**config.mk**
```make
export PLATFORM = sky130hd
export DESIGN_NAME = alu_client
export DESIGN_NICKNAME = d
export VERILOG_FILES = /design/src/rtl/alu_pkg.sv /design/src/rtl/alu_client.sv
export SDC_FILE = /design/constraint.sdc
export NUM_CORES = 1
export LEC_CHECK = 0
export BUFFER_PORTS_ARGS = -buffer_cell sky130_fd_sc_hd__buf_2
export CAP_MARGIN = 20
export CORE_UTILIZATION = 60
export CTS_BUF_LIST = sky130_fd_sc_hd__clkbuf_4
export DETAILED_ROUTE_END_ITERATION = 8
export GPL_TIMING_DRIVEN = 0
export PLACE_DENSITY = 0.82
export SYNTH_ARGS = -nofsm -noshare
export SYNTH_HDL_FRONTEND = slang
export SYNTH_SLANG_ARGS = --single-unit
```
**constraint.sdc**
```tcl
create_clock -name clk -period 5.2 [get_ports clk]
set_input_delay 0.26 -clock clk [delete_from_list [all_inputs] [get_ports clk]]
set_output_delay 0.26 -clock clk [all_outputs]
set_load 0.1 [all_outputs]
```
**src/rtl/alu_pkg.sv**
```systemverilog
// ALU operation encoding shared by alu_client and the ALU it drives.
package alu_pkg;

  typedef enum logic [2:0] {
    ALU_ADD = 3'd0,
    ALU_SUB = 3'd1,
    ALU_AND = 3'd2,
    ALU_OR  = 3'd3,
    ALU_XOR = 3'd4,
    ALU_SLT = 3'd5,
    ALU_SLL = 3'd6,
    ALU_SRL = 3'd7
  } alu_op_e;

endpackage

```
**src/rtl/alu_client.sv**
```systemverilog
// alu_client: accepts tagged commands, issues them to an attached ALU through
// a one-deep registered request slot, remembers outstanding tags in order and
// returns each ALU response as a tagged completion from an in-order FIFO.
// A credit counter bounds commands in flight so that neither the tag queue
// nor the completion FIFO can overflow, which lets the ALU response path run
// without backpressure.
module alu_client #(
  parameter int WIDTH = 32,
  parameter int DEPTH = 8,
  parameter int TAG_W = 4
) (
  input  logic                   clk,
  input  logic                   rst_n,
  input  logic                   cmd_valid,
  output logic                   cmd_ready,
  input  logic [WIDTH-1:0]       cmd_a,
  input  logic [WIDTH-1:0]       cmd_b,
  input  alu_pkg::alu_op_e       cmd_op,
  input  logic [TAG_W-1:0]       cmd_tag,
  output logic                   req_valid,
  input  logic                   req_ready,
  output logic [WIDTH-1:0]       req_a,
  output logic [WIDTH-1:0]       req_b,
  output alu_pkg::alu_op_e       req_op,
  input  logic                   rsp_valid,
  input  logic [WIDTH-1:0]       rsp_result,
  input  logic                   rsp_zero,
  input  logic                   rsp_neg,
  input  logic                   rsp_ovf,
  input  logic                   rsp_carry,
  output logic                   cpl_valid,
  input  logic                   cpl_ready,
  output logic [TAG_W-1:0]       cpl_tag,
  output logic [WIDTH-1:0]       cpl_result,
  output logic [3:0]             cpl_flags,
  output logic                   busy,
  output logic                   err_unexp_rsp
);

  localparam int AW = (DEPTH > 1) ? $clog2(DEPTH) : 1;
  localparam int CW = AW + 1;
  localparam logic [AW-1:0] PTR_ONE  = AW'(1);
  localparam logic [CW-1:0] CNT_ONE  = CW'(1);
  localparam logic [CW-1:0] CNT_ZERO = CW'(0);
  localparam logic [CW-1:0] CNT_MAX  = CW'(DEPTH);

  // Request slot
  logic                 req_valid_q;
  logic [WIDTH-1:0]     req_a_q;
  logic [WIDTH-1:0]     req_b_q;
  alu_pkg::alu_op_e     req_op_q;
  logic [TAG_W-1:0]     req_tag_q;

  // Credits and status
  logic [CW-1:0]        credit_q, credit_d;
  logic                 busy_q;
  logic                 err_q;

  // In-order tag queue for requests already handed to the ALU
  logic [TAG_W-1:0]     tq_mem_q [DEPTH];
  logic [AW-1:0]        tq_wr_q, tq_rd_q;
  logic [CW-1:0]        tq_cnt_q, tq_cnt_d;

  // Completion FIFO
  logic [TAG_W-1:0]     cf_tag_q [DEPTH];
  logic [WIDTH-1:0]     cf_res_q [DEPTH];
  logic [3:0]           cf_flg_q [DEPTH];
  logic [AW-1:0]        cf_wr_q, cf_rd_q;
  logic [CW-1:0]        cf_cnt_q, cf_cnt_d;
  logic                 cpl_valid_q;

  // Handshake qualifiers
  logic cmd_ready_s;
  logic cmd_hs_s;
  logic req_hs_s;
  logic tq_pop_s;
  logic stray_s;
  logic cpl_hs_s;

  // Reset is folded into cmd_ready so nothing is accepted while held in reset.
  assign cmd_ready_s = rst_n && (!req_valid_q || req_ready) && (credit_q < CNT_MAX);
  assign cmd_hs_s    = cmd_valid && cmd_ready_s;
  assign req_hs_s    = req_valid_q && req_ready;
  assign tq_pop_s    = rsp_valid && (tq_cnt_q != CNT_ZERO);
  assign stray_s     = rsp_valid && (tq_cnt_q == CNT_ZERO);
  assign cpl_hs_s    = cpl_valid_q && cpl_ready;

  // Next-state occupancy for credits, tag queue and completion FIFO.
  always_comb begin
    credit_d = credit_q;
    tq_cnt_d = tq_cnt_q;
    cf_cnt_d = cf_cnt_q;
    case ({cmd_hs_s, cpl_hs_s})
      2'b10:   credit_d = credit_q + CNT_ONE;
      2'b01:   credit_d = credit_q - CNT_ONE;
      default: credit_d = credit_q;
    endcase
    case ({req_hs_s, tq_pop_s})
      2'b10:   tq_cnt_d = tq_cnt_q + CNT_ONE;
      2'b01:   tq_cnt_d = tq_cnt_q - CNT_ONE;
      default: tq_cnt_d = tq_cnt_q;
    endcase
    case ({tq_pop_s, cpl_hs_s})
      2'b10:   cf_cnt_d = cf_cnt_q + CNT_ONE;
      2'b01:   cf_cnt_d = cf_cnt_q - CNT_ONE;
      default: cf_cnt_d = cf_cnt_q;
    endcase
  end

  // Control state: request slot, pointers, counters and status flags.
  always_ff @(posedge clk or negedge rst_n) begin
    if (!rst_n) begin
      req_valid_q <= 1'b0;
      req_a_q     <= {WIDTH{1'b0}};
      req_b_q     <= {WIDTH{1'b0}};
      req_op_q    <= alu_pkg::ALU_ADD;
      req_tag_q   <= {TAG_W{1'b0}};
      credit_q    <= CNT_ZERO;
      tq_wr_q     <= {AW{1'b0}};
      tq_rd_q     <= {AW{1'b0}};
      tq_cnt_q    <= CNT_ZERO;
      cf_wr_q     <= {AW{1'b0}};
      cf_rd_q     <= {AW{1'b0}};
      cf_cnt_q    <= CNT_ZERO;
      cpl_valid_q <= 1'b0;
      busy_q      <= 1'b0;
      err_q       <= 1'b0;
    end else begin
      // A new command reloads the slot even in the cycle its previous
      // occupant is taken by the ALU, giving back-to-back issue.
      if (cmd_hs_s) begin
        req_valid_q <= 1'b1;
        req_a_q     <= cmd_a;
        req_b_q     <= cmd_b;
        req_op_q    <= cmd_op;
        req_tag_q   <= cmd_tag;
      end else if (req_hs_s) begin
        req_valid_q <= 1'b0;
      end
      if (req_hs_s) begin
        tq_wr_q <= tq_wr_q + PTR_ONE;
      end
      if (tq_pop_s) begin
        tq_rd_q <= tq_rd_q + PTR_ONE;
        cf_wr_q <= cf_wr_q + PTR_ONE;
      end
      if (cpl_hs_s) begin
        cf_rd_q <= cf_rd_q + PTR_ONE;
      end
      if (stray_s) begin
        err_q <= 1'b1;
      end
      credit_q    <= credit_d;
      tq_cnt_q    <= tq_cnt_d;
      cf_cnt_q    <= cf_cnt_d;
      cpl_valid_q <= (cf_cnt_d != CNT_ZERO);
      busy_q      <= (credit_d != CNT_ZERO);
    end
  end

  // Storage for pending tags and buffered completions.
  always_ff @(posedge clk or negedge rst_n) begin
    if (!rst_n) begin
      for (int i = 0; i < DEPTH; i++) begin
        tq_mem_q[i] <= {TAG_W{1'b0}};
        cf_tag_q[i] <= {TAG_W{1'b0}};
        cf_res_q[i] <= {WIDTH{1'b0}};
        cf_flg_q[i] <= 4'b0000;
      end
    end else begin
      if (req_hs_s) begin
        tq_mem_q[tq_wr_q] <= req_tag_q;
      end
      if (tq_pop_s) begin
        cf_tag_q[cf_wr_q] <= tq_mem_q[tq_rd_q];
        cf_res_q[cf_wr_q] <= rsp_result;
        cf_flg_q[cf_wr_q] <= {rsp_zero, rsp_neg, rsp_ovf, rsp_carry};
      end
    end
  end

  assign cmd_ready     = cmd_ready_s;
  assign req_valid     = req_valid_q;
  assign req_a         = req_a_q;
  assign req_b         = req_b_q;
  assign req_op        = req_op_q;
  assign cpl_valid     = cpl_valid_q;
  assign cpl_tag       = cf_tag_q[cf_rd_q];
  assign cpl_result    = cf_res_q[cf_rd_q];
  assign cpl_flags     = cf_flg_q[cf_rd_q];
  assign busy          = busy_q;
  assign err_unexp_rsp = err_q;

endmodule

```
==> results of run 1 <==
final timing paths:
check / slack, ps / depth (start not counted) / end / startpoint
worst min-delay path: 150 / 2 / cf_res_q[66] / rst_n
worst min register to register: 480 / 1 / err_unexp_rsp / err_unexp_rsp
max in group asynchronous: 3470 / 4 / req_a[21] / rst_n
worst max-delay path: 1620 / 5 / cpl_tag[0] / cf_rd_q[1]
worst max register to register: 2180 / 11 / busy / req_valid
min in group clk: 220 / 3 / req_tag_q[3] / cmd_valid
cell type report:
class	count	share of cell area, %
Multi-Input combinational cell	704	33.73
Tap cell	442	2.295
Timing Repair Buffer	338	9.647
Clock inverter	24	0.4985
Antenna cell	3	0.03115
Buffer	70	1.734
Clock buffer	165	5.140
Inverter	5	0.08827
Sequential cell	451	46.84
per-stage QoR:
| step | worst slack [ps] | area [um2] |
|---|---|---|
| finish | 1615 | 24100 |
| global route | 1485 | 24100 |
| CTS | 1556 | 24090 |
| detailed placement | 1681 | 21620 |
| global placement | -5459 | 21530 |
| floorplan | 863.0 | 19850 |
critical path, cell delays in order (launching register included):
cell and delay (ps):
dfrtp_1 340, clkbuf_1 460, clkbuf_1 720, mux4_2 420, mux2_2 300, buf_2 300
registers in the layout (all words and copies together), names as in the netlist:
signal	cells
req_b	32
err_unexp_rsp	1
cpl_valid	1
tq_mem_q	32
req_a	32
cf_rd_q	3
credit_q	4
cf_tag_q	32
tq_cnt_q	4
tq_wr_q	3
tq_rd_q	3
busy	1
req_op	3
cf_res_q	256
cf_cnt_q	4
req_tag_q	4
req_valid	1
cf_wr_q	3
cf_flg_q	32
per-layer routing:
layer  vias up  track usage, %  share of wire [%]
met3        75           6.815                5.8
met5         -               0                  0
li1       5530               -                  -
met1      6446           35.79                 41
met4         0           9.667                2.3
met2       411           48.02                 50
logic make-up (layout without fill, tap and decap cells):
| logic type | after synthesis | in the layout | share of synthesized area (%) |
|---|---|---|---|
| other | 0 | 3 | 0 |
| and+or+nand+nor | 97 | 97 | 2.931 |
| adders and majority gates | 14 | 14 | 0.9204 |
| AOI/OAI and AO/OA | 45 | 45 | 1.254 |
| DFF | 451 | 451 | 56.86 |
| muxes | 531 | 531 | 35.07 |
| xor gates and xnor gates | 17 | 17 | 0.7502 |
| buffers and inverters | 75 | 602 | 2.213 |
layout by cell type (no fill, tap or decap), types with 2 or more instances in the layout:
master         count
nor3_1             4
xor2_1             3
diode_2            3
buf_1              2
nand2b_1           2
xnor2_1           14
clkbuf_1          16
inv_1              4
mux2i_1            8
mux4_2            88
clkinv_1          19
nand2_1           34
and3b_1            2
buf_4             16
nand4b_1           2
nor2b_1            7
a21oi_1           19
buf_16             3
mux2_1            18
dfrtp_1          451
and4b_1            2
a21o_1             3
nor4b_4            2
nand4b_4           2
dlygate4sd3_1    111
inv_2              3
ha_1              13
nor2_1            28
o21ai_0           21
buf_6              8
nand3_1            4
mux2_2           417
buf_2            251
clkbuf_4         165
cell usage after synthesis, drive strengths merged:
master / instances
a21o: 3
a21oi: 19
a41o: 1
and3b: 2
and4b: 2
buf: 54
clkbuf: 16
dfrtp: 451
fa: 1
ha: 13
inv: 5
mux2: 435
mux2i: 8
mux4: 88
nand2: 34
nand2b: 2
nand3: 5
nand3b: 1
nand4: 1
nand4b: 4
nor2: 28
nor2b: 7
nor3: 5
nor3b: 1
nor4: 1
nor4b: 3
o21ai: 21
o41ai: 1
or4b: 1
xnor2: 14
xor2: 3
==> impl_metrics.csv, run 1 <==
group,metric,value,unit
detailed_routing,drtPass1Iterations,7,
placed_design,gp_congestion,0.8981,
cells_and_area,nets,1811,
cells_and_area,regArea,11290,um2
detailed_routing,drt_iter0_drc,592,
detailed_routing,drc,0,
placed_design,placed_cells,1899,
cells_and_area,nFillCells,2097,
sta,clock_skew,31.17,ps
sta,period_share,68.94,%
detailed_routing,num_vias,12460,
logic_synthesis,synth_cell_types,40,
clocking,cts_buffers,114,
cells_and_area,post-route-util,74.06,%
clocking,htreeDepth,3,
floorplan,fp.dieW,183.9,um
sta,max_freq,279.0,MHz
detailed_routing,via_per_inst,5.659,
clocking,clockRootBuffer,"clkbuf_4",
floorplan,die-area,33810,um2
detailed_routing,antenna_left,0,
clocking,ctsLongestPathBuffers,3,
logic_synthesis,syn-num-nets,1357,
sta,drv_slew,0,
floorplan,core,32540,um2
floorplan,row_count,66,
placed_design,portBuffers,224,
floorplan,io_pins,225,
sta,slew_headroom,39.19,%
cells_and_area,drive_above_1_share,54.92,%
sta,setup_viol,0,
sta,fin_hold_ws,149.6,ps
logic_synthesis,synth.top_cell.area_share,56.86,%
logic_synthesis,synth_area_leaders,"dfrtp_1 57%, mux2_2 24%, mux4_2 10%, mux2_1 1.0%, ha_1 0.82%",
floorplan,fp.dieH,183.9,um
outcome,status,"completed",
logic_synthesis,synth_area,19850,um2
logic_synthesis,syn_inst,1230,
critical_path,arrival,3320,ps
cells_and_area,multiInputGateArea,8128,um2
global_route,antenna_found_initial,3,
critical_path,crit_path_max_fanout,10,
cells_and_area,syn2layout_area_growth,21.41,%
clocking,cts_tree,"done",
placed_design,hpwl,28020,um
critical_path,path_class,"flip-flop to output pin",
sta,tns,0,ps
global_route,grt_max_degree,119,
sta,fin_crit,3585,ps
sta,tightest_slew,899.5,ps
global_route,overflow,0,
logic_synthesis,ys_ff_latch,451,
sta,final_hold_viol_count,0,
job,cap_violations,0,
global_route,first_global_vias,13750,
sta,rsz0062_at_grt,"no",
logic_synthesis,syn_area_per_cell,16.14,um2
logic_synthesis,synth_top_cell_by_area,"dfrtp_1",
critical_path,endpoint_kind,"output pin",
clocking,clk_pin_slew,60,ps
detailed_routing,routedWlPerCell,20.70,um
clocking,cts_setup_buffers,0,
logic_synthesis,yosys_warnings,0,
logic_synthesis,synth.yosys.seq_area_share,56.86,%
floorplan,initial_utilization,61.00,%
global_route,grt_pass1_wl,72990,um
global_route,track_usage,28.33,%
clocking,cts.sink_count,451,
detailed_routing,drt-total-wl,45590,um
critical_path,crit_required,4940,ps
clocking,hold_buffers,111,
critical_path,crit_path_start_kind,"flip-flop",
clocking,clock_latency,780,ps
cells_and_area,stdcell_count,2202,
clocking,cts.repair.resized,0,
min_path,min_path_type,"primary input to asynchronous set/reset pin",
Power of run 1 is left out: the tool's default activity adds up to more than one toggle a clock period on the data nets, which glitch-free logic cannot reach.
==> inputs of run 2 (changes only) <==
CORE_UTILIZATION = 55   (was 60)
PLACE_DENSITY = 0.79   (was 0.82)
clock period = 2.9 ns   (was 5.2 ns; I/O delays follow)
==> impl_metrics.csv, run 2 (synthesis gave the netlist of run 1 again) <==
group,metric,value,unit
outcome,status,"finished with violations",
outcome,violations,"negative hold slack",
sta,tightest_slew,943.2,ps
sta,final_hold_viol_count,250,
clocking,clk_pin_slew,70,ps
sta,fin_crit,2767,ps
cells_and_area,finalInstanceArea,24660,um2
critical_path,reg2reg_from,"tq_cnt_q[0]",
global_route,track_usage,25.84,%
detailed_routing,drt-total-wl,45790,um
floorplan,initial_utilization,55.80,%
critical_path,cp_slowest_cell,"mux4_2",
global_route,overflow,0,
cells_and_area,syn2layout_area_growth,24.25,%
clocking,cts_tree,"done",
sta,clock_skew,41.47,ps
clocking,cts.sink_count,451,
clocking,clock_latency,790,ps
clocking,cts_buffers,113,
sta,setup_viol,0,
sta,max_freq,361.4,MHz
global_route,grt_max_degree,129,
detailed_routing,drt_iter0_drc,646,
critical_path,crit_path_max_fanout,10,
critical_path,endpoint_kind,"output pin",
clocking,htreeDepth,3,
job,cap_violations,0,
placed_design,placed_cells,1918,
critical_path,reg2reg_to,"tq_cnt_q[3]",
detailed_routing,routedWlPerCell,20.50,um
floorplan,row_count,69,
cells_and_area,mostFrequentLayoutCells,"450 x dfrtp_1, 417 x mux2_2, 203 x buf_2",
global_route,grt_pass1_wl,72510,um
min_path,min_path_type,"primary input to asynchronous set/reset pin",
clocking,clockRootBuffer,"clkbuf_4",
detailed_routing,drc,0,
critical_path,crit_required,2760,ps
detailed_routing,via_per_inst,5.542,
cells_and_area,nets,1820,
detailed_routing,num_vias,12380,
clocking,ctsLongestPathBuffers,3,
sta,period_share,95.42,%
sta,drv_slew,0,
placed_design,hpwl,28460,um
sta,rsz0062_at_grt,"yes",
cells_and_area,mostFrequentLayoutCell,"dfrtp_1",
floorplan,fp.dieW,192.0,um
critical_path,cp_cell_sequence,"buf_12 > buf_8 > mux4_2 > mux2_2 > buf_4",
critical_path,reg2reg_depth,9,
critical_path,crit_path_start_kind,"flip-flop",
critical_path,rrSetupSlack,230,ps
global_route,antenna_found_initial,2,
floorplan,die-area,36850,um2
sta,slew_headroom,36.23,%
cells_and_area,stdcell_count,2233,
floorplan,io_pins,225,
placed_design,dpl_cell_area,21690,um2
cells_and_area,drive_above_1_share,56.02,%
detailed_routing,wl_met3,2570,um
critical_path,slowest_delay,540,ps
detailed_routing,wl_met2,23390,um
floorplan,core,35570,um2
global_route,first_global_vias,13680,
placed_design,portBuffers,224,
cells_and_area,post-route-util,69.33,%
placed_design,gp_congestion,0.8329,
detailed_routing,met1Wirelength,18770,um
clocking,cts_setup_buffers,0,
cells_and_area,largest_reg_flops,256,
critical_path,path_class,"flip-flop to output pin",
critical_path,arrival,2620,ps
detailed_routing,drtPass1Iterations,5,
cells_and_area,regMostFlops,"cf_res_q",
clocking,hold_buffers,121,
floorplan,fp.dieH,192.0,um
sta,fin_hold_ws,-285.7,ps
sta,tns,0,ps
detailed_routing,antenna_left,0,
detailed_routing,highest_layer,"met4",
run 2: what timing repair did:
item	in CTS	in global routing
setup endpoints to repair	40	40
pin swaps	0	0
gates resized for setup	76	33
endpoints found under the hold margin	726	250
run 2: critical path: cells and delay by family, from the launching register on:
family                 cells  cell delay, ps
muxes                      2             830
buffers and inverters      3             610
DFF                        1             400
run 2: area by class of cell:
class                   count  area (um2)
diodes                      3       7.507
plain buffers              70       581.8
clock buffers             166        1246
clock inverters            25       121.4
fillers                  2343       10910
inverters                   5       21.27
multi-input cells         704        8174
flip-flops and latches    451       11290
well taps                 461       576.8
repair buffers            348        2641
run 2: routing by layer:
metal	vias to the layer above	GRT usage [%]
li1	5547	-
met1	6366	32.26
met5	-	0
met2	388	43.39
met3	74	6.358
met4	0	9.982
run 2: how the worst max path moves through the flow:
stage                           endpoint       start  cells past startpoint  slack (ps)
after floorplan                     busy   req_valid                     11        -460
after global placement         req_valid       rst_n                      1       -8470
after detailed placement            busy       rst_n                     12        -490
after CTS                  cpl_result[5]  cf_rd_q[0]                      5        -0.7
after global routing      cpl_result[17]  cf_rd_q[0]                      5         -20
final                      cpl_result[7]  cf_rd_q[0]                      5         130
run 2: metrics by stage:
step	setup slack (ps)	hold slack (ps)
after floorplan	-455.5	-150.6
final	132.8	-285.7
after global placement	-8473	375.8
after CTS	-0.7445	-315.2
after global routing	-21.47	-329.9
after detailed placement	-488.8	190.3
Power of run 2 is left out for the same reason.
